===== src/rtl/nand_reduce_pipe.sv =====
// Pipelined N-input logic gate: one balanced reduction-tree level per register stage, with
// valid/ready flow control and a saturating counter of output value changes.
module nand_reduce_pipe #(
    parameter int N_IN  = 8,
    parameter int CNT_W = 16
) (
    input  logic             clk,
    input  logic             rst,
    input  logic [N_IN-1:0]  in1,
    input  logic [2:0]       op,
    input  logic             in_valid,
    output logic             in_ready,
    output logic             out1,
    output logic             out_valid,
    input  logic             out_ready,
    input  logic             clr,
    output logic [CNT_W-1:0] toggle_cnt
);
    localparam int LAT = $clog2(N_IN);

    // Number of live elements entering tree level k.
    function automatic int lvl_w(input int k);
        int w;
        w = N_IN;
        for (int j = 0; j < k; j++) w = (w + 1) / 2;
        return w;
    endfunction

    function automatic logic base_op(input logic a, input logic b, input logic [2:0] m);
        case (m)
            3'd2, 3'd3: return a | b;
            3'd4, 3'd5: return a ^ b;
            default:    return a & b;
        endcase
    endfunction

    // NAND, NOR, XNOR and the reserved codes (treated as NAND) invert the base result.
    function automatic logic inv_op(input logic [2:0] m);
        return (m == 3'd0) || (m == 3'd2) || (m >= 3'd5);
    endfunction

    function automatic logic [N_IN-1:0] reduce_level(input logic [N_IN-1:0] v, input int w,
                                                     input logic [2:0] m);
        logic [N_IN-1:0] r;
        r = '0;
        for (int i = 0; i < N_IN / 2; i++) begin
            if (2 * i + 1 < w)  r[i] = base_op(v[2*i], v[2*i+1], m);
            else if (2 * i < w) r[i] = v[2*i];
        end
        // Odd top element of the first level has no partner inside the pair loop.
        if ((N_IN % 2 == 1) && (w == N_IN)) r[N_IN/2] = v[N_IN-1];
        return r;
    endfunction

    logic [N_IN-1:0]  r_data    [LAT];
    logic [2:0]       r_op      [LAT];
    logic             r_vld     [LAT];
    logic [N_IN-1:0]  w_src     [LAT];
    logic [2:0]       w_src_op  [LAT];
    logic             w_src_vld [LAT];
    logic [N_IN-1:0]  w_nxt     [LAT];
    logic             w_advance;
    logic             w_xfer;
    logic             r_last;
    logic [CNT_W-1:0] r_cnt;
    logic             w_unused_bits;

    always_comb begin
        w_src[0]     = in1;
        w_src_op[0]  = op;
        w_src_vld[0] = in_valid;
        for (int k = 1; k < LAT; k++) begin
            w_src[k]     = r_data[k-1];
            w_src_op[k]  = r_op[k-1];
            w_src_vld[k] = r_vld[k-1];
        end
        for (int k = 0; k < LAT; k++) begin
            w_nxt[k] = reduce_level(w_src[k], lvl_w(k), w_src_op[k]);
        end
    end

    assign w_advance  = out_ready | ~r_vld[LAT-1];
    assign in_ready   = w_advance;
    assign out_valid  = r_vld[LAT-1];
    assign out1       = r_data[LAT-1][0];
    assign w_xfer     = r_vld[LAT-1] & out_ready;
    assign toggle_cnt = r_cnt;

    always_ff @(posedge clk) begin
        if (rst) begin
            for (int k = 0; k < LAT; k++) begin
                r_data[k] <= '0;
                r_op[k]   <= '0;
                r_vld[k]  <= 1'b0;
            end
        end else if (w_advance) begin
            for (int k = 0; k < LAT - 1; k++) begin
                r_data[k] <= w_nxt[k];
                r_op[k]   <= w_src_op[k];
                r_vld[k]  <= w_src_vld[k];
            end
            r_vld[LAT-1] <= w_src_vld[LAT-1];
            r_op[LAT-1]  <= w_src_op[LAT-1];
            // Output data only moves for real items so bubbles leave out1 untouched.
            if (w_src_vld[LAT-1]) begin
                r_data[LAT-1] <= {w_nxt[LAT-1][N_IN-1:1],
                                  w_nxt[LAT-1][0] ^ inv_op(w_src_op[LAT-1])};
            end
        end
    end

    always_ff @(posedge clk) begin
        if (rst) begin
            r_cnt  <= '0;
            r_last <= 1'b0;
        end else begin
            if (w_xfer) r_last <= out1;
            if (clr) begin
                r_cnt <= '0;
            end else if (w_xfer && (out1 != r_last) && (r_cnt != {CNT_W{1'b1}})) begin
                r_cnt <= r_cnt + CNT_W'(1);
            end
        end
    end

    assign w_unused_bits = ^{r_op[LAT-1], r_data[LAT-1][N_IN-1:1]};

endmodule


===== config.mk =====
export PLATFORM = sky130hd
export DESIGN_NAME = nand_reduce_pipe
export DESIGN_NICKNAME = d
export VERILOG_FILES = /design/src/rtl/nand_reduce_pipe.sv
export SDC_FILE = /design/constraint.sdc
export NUM_CORES = 1
export LEC_CHECK = 0
export CORE_MARGIN = 2
export CORE_UTILIZATION = 50
export CTS_CLUSTER_DIAMETER = 50
export CTS_CLUSTER_SIZE = 20
export DETAILED_ROUTE_END_ITERATION = 16
export DONT_BUFFER_PORTS = 1
export HOLD_SLACK_MARGIN = 0.03
export PLACE_DENSITY_LB_ADDON = 0.08
export SLEW_MARGIN = 20
export SYNTH_ARGS = -nofsm -noshare
export SYNTH_HDL_FRONTEND = slang
export SYNTH_SLANG_ARGS = --single-unit

===== constraint.sdc =====
create_clock -name clk -period 4 [get_ports clk]
set_input_delay 0.8 -clock clk [delete_from_list [all_inputs] [get_ports clk]]
set_output_delay 0.8 -clock clk [all_outputs]
set_load 0.005 [all_outputs]

==> flow_metrics.env, run 1 <==
export IMPL_placed_area_um2=2040
export IMPL_die_w_um=67.3
export IMPL_hp_class="reg2reg"
export IMPL_yosys_warnings=0
export IMPL_relSlewSlack_pct=47.3
export IMPL_min_period_ns=2.17
export IMPL_ys_types=37
export IMPL_areaGrowthSynthToFinish_pct=6.74
export IMPL_power_frac_comb_pct=9.3
export IMPL_final_cell_area_um2=2140
export IMPL_worst_skew_pair_late_latency_ns=0.29
export IMPL_power_share_clock_pct=36.7
export IMPL_synth_edff_count=16
export IMPL_holdBufCountCts=0
export IMPL_crit_path_max_incr_delay_ns=0.71
export IMPL_drt_iter0_markers=63
export IMPL_status="finished clean"
export IMPL_root_buffer="clkbuf_8"
export IMPL_syn_avg_cell_area_um2=9.08
export IMPL_cap_violations=0
export IMPL_seqPwrFrac_pct=54.0
export IMPL_clkTransAtPathRegs_ns=0.07
export IMPL_row_count=23
export IMPL_rr_worst_depth=4
export IMPL_async_flop_share_pct=0
export IMPL_finalNetCount=258
export IMPL_critical_path_class="reg2reg"
export IMPL_grt_pass1_wl_um=6560
export IMPL_cp_arrival_ns=2.39
export IMPL_postCtsSetupRepairBufs=0
export IMPL_port_buffers=0
export IMPL_rsz0062_at_grt="false"
export IMPL_final_cell_mix="inv_1, ha_1, dfxtp_1"
export IMPL_io_pins=35
export IMPL_min_delay_start="r_last"
export IMPL_hold_depth=2
export IMPL_worstPathMaxFanout=10
export IMPL_cts_resized=0
export IMPL_htreeDepth=2
export IMPL_dpl_worst_slack_ns=1.71
export IMPL_p_sw_mw=0.163
export IMPL_path_cells="xnor2_1 > or4_1 > or4_1 > a21oi_1"
export IMPL_antenna_found_initial=0
export IMPL_start_kind="register"
export IMPL_cts_tree="yes"
export IMPL_reg2reg_setup_slack_ns=1.83
export IMPL_synth_seq_cells=33
export IMPL_slowest_stage="or4_1"
export IMPL_cp_end_kind="register"
export IMPL_skew_ns=0.0102
export IMPL_drc_errors=0
export IMPL_cellLeakagePower_nw=0.854
export IMPL_synth_cells=221
export IMPL_hold_violations=0
export IMPL_drt_pre_antenna_iters=4
export IMPL_p_per_area_nw_per_um2=328
export IMPL_setup_viol=0
export IMPL_drv_slew=0
export IMPL_grt_max_degree=18
export IMPL_syn_num_nets=257
export IMPL_critical_path_required_ns=4.22
export IMPL_grtUsageTotal_pct=19.3
export IMPL_setup_ws_ns=1.83
export IMPL_layout_commonest_cell="inv_1"
export IMPL_drt_wl_total_um=3920
export IMPL_gp_congestion=0.883
export IMPL_yosys_most_used_dff="dfxtp_1"
export IMPL_ir_drop_uv=180
export IMPL_routedWlPerCell_um=14.4
export IMPL_post_drt_via_cell_ratio=5.93
export IMPL_netlist_area_um2=2010
export IMPL_grt_pass1_vias=1547
export IMPL_r2r_end="toggle_cnt[15]"
export IMPL_cts_max_path_buffers=2
export IMPL_antenna_cells=0
export IMPL_initial_core_util_pct=50.9
export IMPL_clock_sinks=33
export IMPL_gr_total_overflow=0
export IMPL_layout_drive_gt1_share_pct=4.93
export IMPL_dp_hpwl_um=2970
export IMPL_swShare_pct=23.2
export IMPL_seq_area_frac_synth_pct=40.9
export IMPL_vias=1618
export IMPL_core_area_um2=3940
export IMPL_setup_tns_final_ns=0
export IMPL_intPower_mw=0.539
export IMPL_dieArea_um2=4530
export IMPL_timing_final_crit_share_pct=54.3
export IMPL_worst_slew_pin_slew_ns=0.784
export IMPL_ant_nets=0
export IMPL_fp_dieH_um=67.3
export IMPL_fmax_mhz=460
export IMPL_critPathMostFrequentCell="or4_1"
export IMPL_cts_buffers=5
export IMPL_r2r_start="r_data[0][8]"
export IMPL_min_delay_worst_endpoint="r_last"
metrics by stage:
stage | power, mW | hold slack, ns | utilization, % | std cells
detailed placement | 0.452 | 0.483 | 51.9 | 265
floorplan | 0.438 | 0.443 | - | 221
finish | 0.702 | 0.495 | 54.3 | 273
global route | 0.736 | 0.526 | 54.3 | 273
CTS | 0.709 | 0.492 | 54.1 | 273
global placement | 0.447 | 0.453 | 51.9 | 265
power groups by stage:
stage                     Sequential, mW  Combinational [mW]  Clock [mW]
after detailed placement           0.387              0.0648           0
after CTS                          0.379              0.0655       0.264
after floorplan                    0.384              0.0542           0
after global routing               0.381              0.0758       0.279
after global placement             0.386              0.0607           0
final                              0.379              0.0651       0.258
synth_stat cells (2+ instances only):
cell type / instances / share of area [%]
nand3_1: 7 / 1.7
nor2_1: 16 / 3.0
a31oi_1: 6 / 1.9
nor4_1: 2 / 0.62
a21oi_1: 14 / 3.5
and2_1: 7 / 2.2
a221oi_1: 2 / 0.87
nor3_1: 6 / 1.5
inv_1: 23 / 4.3
nor2b_1: 8 / 2.5
ha_1: 20 / 12
or3_1: 2 / 0.62
nand2b_1: 4 / 1.2
o21ai_0: 4 / 1.0
o31ai_1: 5 / 1.9
edfxtp_1: 16 / 24
clkbuf_1: 4 / 0.75
nand2_1: 16 / 3.0
nand4_1: 5 / 1.6
dfxtp_1: 17 / 17
a211oi_1: 8 / 3.0
and4_1: 3 / 1.3
a41o_1: 4 / 2.0
or2_2: 3 / 0.94
or4_1: 7 / 2.6
cell type report:
class | count | area [µm²]
inverter | 23 | 86.3
sequential | 33 | 821
clock buffer | 8 | 90.1
tap | 50 | 62.6
fill | 372 | 1800
multi-input combinational | 159 | 1080
worst max path at each step:
stage / startpoint / endpoint / slack [ns] / depth (start not counted)
2_1_floorplan: out_ready / toggle_cnt[13] / 1.89 / 5
3_3_place_gp: out_ready / toggle_cnt[13] / 1.80 / 4
3_5_place_dp: out_ready / toggle_cnt[15] / 1.71 / 4
4_1_cts: r_data[0][8] / toggle_cnt[15] / 1.85 / 4
5_1_grt: r_data[0][8] / toggle_cnt[13] / 1.74 / 4
6_report: r_data[0][8] / toggle_cnt[15] / 1.83 / 4
state kept, by name, indices dropped and copies added (netlist names):
signal,flops
r_vld,3
r_last,1
r_op,6
r_data,7
toggle_cnt,16
worst max-delay path, delay by kind of cell, from the launching register on:
kind	cells	cell delay, ns
compound gates	1	0.17
xor+xnor	1	0.24
flops	1	0.46
simple gates	2	1.24
routing by layer:
| metal | vias up | GRT usage (%) | share of wire, % |
|---|---|---|---|
| li1 | 811 | - | - |
| met1 | 766 | 24.0 | 46 |
| met2 | 34 | 30.6 | 46 |
| met3 | 7 | 7.67 | 6.8 |
| met4 | 0 | 6.38 | 1.4 |
| met5 | - | 0 | 0 |
cells by family (layout without fill, tap and decap cells):
family          after synthesis  after routing  synth area share, %
compound gates               49             49                 16.7
buf+inv                      29             31                 5.49
fa+ha+maj                    20             20                 12.5
flops                        33             33                 40.9
simple gates                 88             88                 23.6
xor+xnor                      2              2                0.874
(Power assumes the default switching activity.)
==> run 2: changes to the inputs <==
Clock period 4 ns to 1.8 ns, I/O delays scaled along.
==> flow_metrics.env, run 2 (synthesis results as in run 1) <==
export IMPL_status="finished clean"
export IMPL_gr_total_overflow=0
export IMPL_grtUsageTotal_pct=20.4
export IMPL_fp_dieH_um=67.3
export IMPL_antenna_found_initial=0
export IMPL_cts_tree="yes"
export IMPL_setup_worst_path_start="r_data[0][8]"
export IMPL_nFillCells=355
export IMPL_seqPwrFrac_pct=54.1
export IMPL_vias=1735
export IMPL_layout_drive_gt1_share_pct=17.1
export IMPL_layout_commonest_cell="inv_1"
export IMPL_min_delay_start="rst"
export IMPL_power_share_clock_pct=34.7
export IMPL_drv_slew=0
export IMPL_swShare_pct=24.4
export IMPL_skew_ns=0.00934
export IMPL_cts_buffers=5
export IMPL_final_cell_mix="inv_1, ha_1, buf_4"
export IMPL_worst_slew_pin_slew_ns=0.595
export IMPL_routedWlPerCell_um=14.6
export IMPL_post_drt_via_cell_ratio=5.88
export IMPL_fmax_mhz=559
export IMPL_placed_area_um2=2190
export IMPL_hold_violations=0
export IMPL_final_cell_area_um2=2370
export IMPL_grt_pass1_vias=1611
export IMPL_hold_depth=1
export IMPL_finalNetCount=280
export IMPL_worst_skew_pair_late_latency_ns=0.29
export IMPL_drt_iter0_markers=73
export IMPL_ir_drop_uv=427
export IMPL_power_frac_comb_pct=11.2
export IMPL_cp_end_kind="register"
export IMPL_r2r_start="r_data[0][8]"
export IMPL_antenna_cells=0
export IMPL_ant_nets=0
export IMPL_start_kind="register"
export IMPL_core_area_um2=3940
export IMPL_drt_pre_antenna_iters=4
export IMPL_rsz0062_at_grt="true"
export IMPL_largest_reg_flops=16
export IMPL_dp_hpwl_um=3160
export IMPL_cts_max_path_buffers=2
export IMPL_drc_errors=0
export IMPL_reg2reg_setup_slack_ns=0.01
export IMPL_r2r_end="toggle_cnt[9]"
export IMPL_drt_wl_total_um=4300
export IMPL_rr_worst_depth=4
export IMPL_gp_congestion=0.873
export IMPL_hp_class="in2reg"
export IMPL_cellLeakagePower_nw=0.991
export IMPL_clock_sinks=33
export IMPL_p_per_area_nw_per_um2=655
export IMPL_grt_max_degree=18
export IMPL_cp_arrival_ns=2.01
export IMPL_htreeDepth=2
export IMPL_root_buffer="clkbuf_8"
export IMPL_areaGrowthSynthToFinish_pct=18.1
export IMPL_numPlacedInstances=284
export IMPL_worstPathMaxFanout=5
export IMPL_cap_violations=0
export IMPL_setup_viol=0
export IMPL_die_w_um=67.3
export IMPL_relSlewSlack_pct=60.2
export IMPL_critical_path_required_ns=2.02
export IMPL_dieArea_um2=4530
export IMPL_grt_pass1_wl_um=6910
export IMPL_min_delay_worst_endpoint="r_last"
export IMPL_clkTransAtPathRegs_ns=0.07
export IMPL_instances_no_fill=295
export IMPL_intPower_mw=1.17
export IMPL_row_count=23
export IMPL_ff_latch_area_um2=822
export IMPL_multi_input_area_um2=1150
export IMPL_timing_final_crit_share_pct=99.4
export IMPL_p_sw_mw=0.378
export IMPL_min_period_ns=1.79
export IMPL_port_buffers=0
export IMPL_initial_core_util_pct=50.9
export IMPL_critical_path_class="reg2reg"
export IMPL_io_pins=35
[run 2: cell count changes in the layout (fill, tap and decap cells not counted), moves of 2 or more]
cell      before  now
buf_4          0   18
or4_4          0    4
buf_6          0    3
or4_1          7    4
clkinv_2       0    2
o21ai_0        4    2
o21ai_1        0    2
[run 2: worst max path at each step]
stage / to / slack (ns) / cells past startpoint
3_5_place_dp: toggle_cnt[15] / -0.16 / 4
4_1_cts: toggle_cnt[15] / -0.02 / 4
5_1_grt: toggle_cnt[13] / -0.07 / 4
6_report: toggle_cnt[9] / 0.01 / 4
3_3_place_gp: toggle_cnt[13] / -0.09 / 4
2_1_floorplan: toggle_cnt[13] / -0.12 / 5
[run 2: layout make-up]
class                           instances  area share [%]
Clock inverter                          2           0.423
Tap cell                               50            2.64
Inverter                               23            3.65
Clock buffer                            6            3.06
Multi-Input combinational cell        160            48.4
Sequential cell                        33            34.7
Timing Repair Buffer                   21            7.13
[run 2: routing by layer]
layer	wire length (µm)	track usage, %	share of wire (%)
met4	79	10.5	1.8
met5	0	0	0
met3	291	5.17	6.8
met1	1960	26.4	46
met2	1970	31.4	46
[run 2: power by group through the flow]
| stage | sequential [mW] | clock [mW] | combinational (mW) |
|---|---|---|---|
| floorplan | 0.853 | 0 | 0.120 |
| global placement | 0.853 | 0 | 0.150 |
| detailed placement | 0.855 | 0 | 0.162 |
| CTS | 0.839 | 0.550 | 0.171 |
| global route | 0.843 | 0.577 | 0.201 |
| finish | 0.839 | 0.538 | 0.174 |
[run 2: through the flow]
stage               TNS (ns)  util (%)  hold slack [ns]  total power [mW]  setup slack, ns
floorplan             -0.354         -            0.429             0.973           -0.117
global placement      -0.278      55.5            0.431              1.00          -0.0892
detailed placement    -0.549      55.5            0.433              1.02           -0.156
CTS                  -0.0321      58.3            0.131              1.56          -0.0239
global route          -0.237      60.1            0.129              1.62          -0.0713
finish                     0      60.1            0.135              1.55           0.0100
[run 2: worst max-delay path, cell delays in order, from the launching register on]
cell	delay [ns]
edfxtp_1	0.42
xnor2_2	0.17
or4_4	0.53
or4_1	0.48
a21oi_1	0.13
[run 2: repair_timing]
| item | CTS | global route |
|---|---|---|
| gates cloned | 0 | 1 |
| resized for setup | 5 | 14 |
| endpoints found under the setup margin | 6 | 8 |
| pin swaps | 3 | 12 |
| setup buffers | 1 | 2 |
| hold buffers | 0 | 0 |
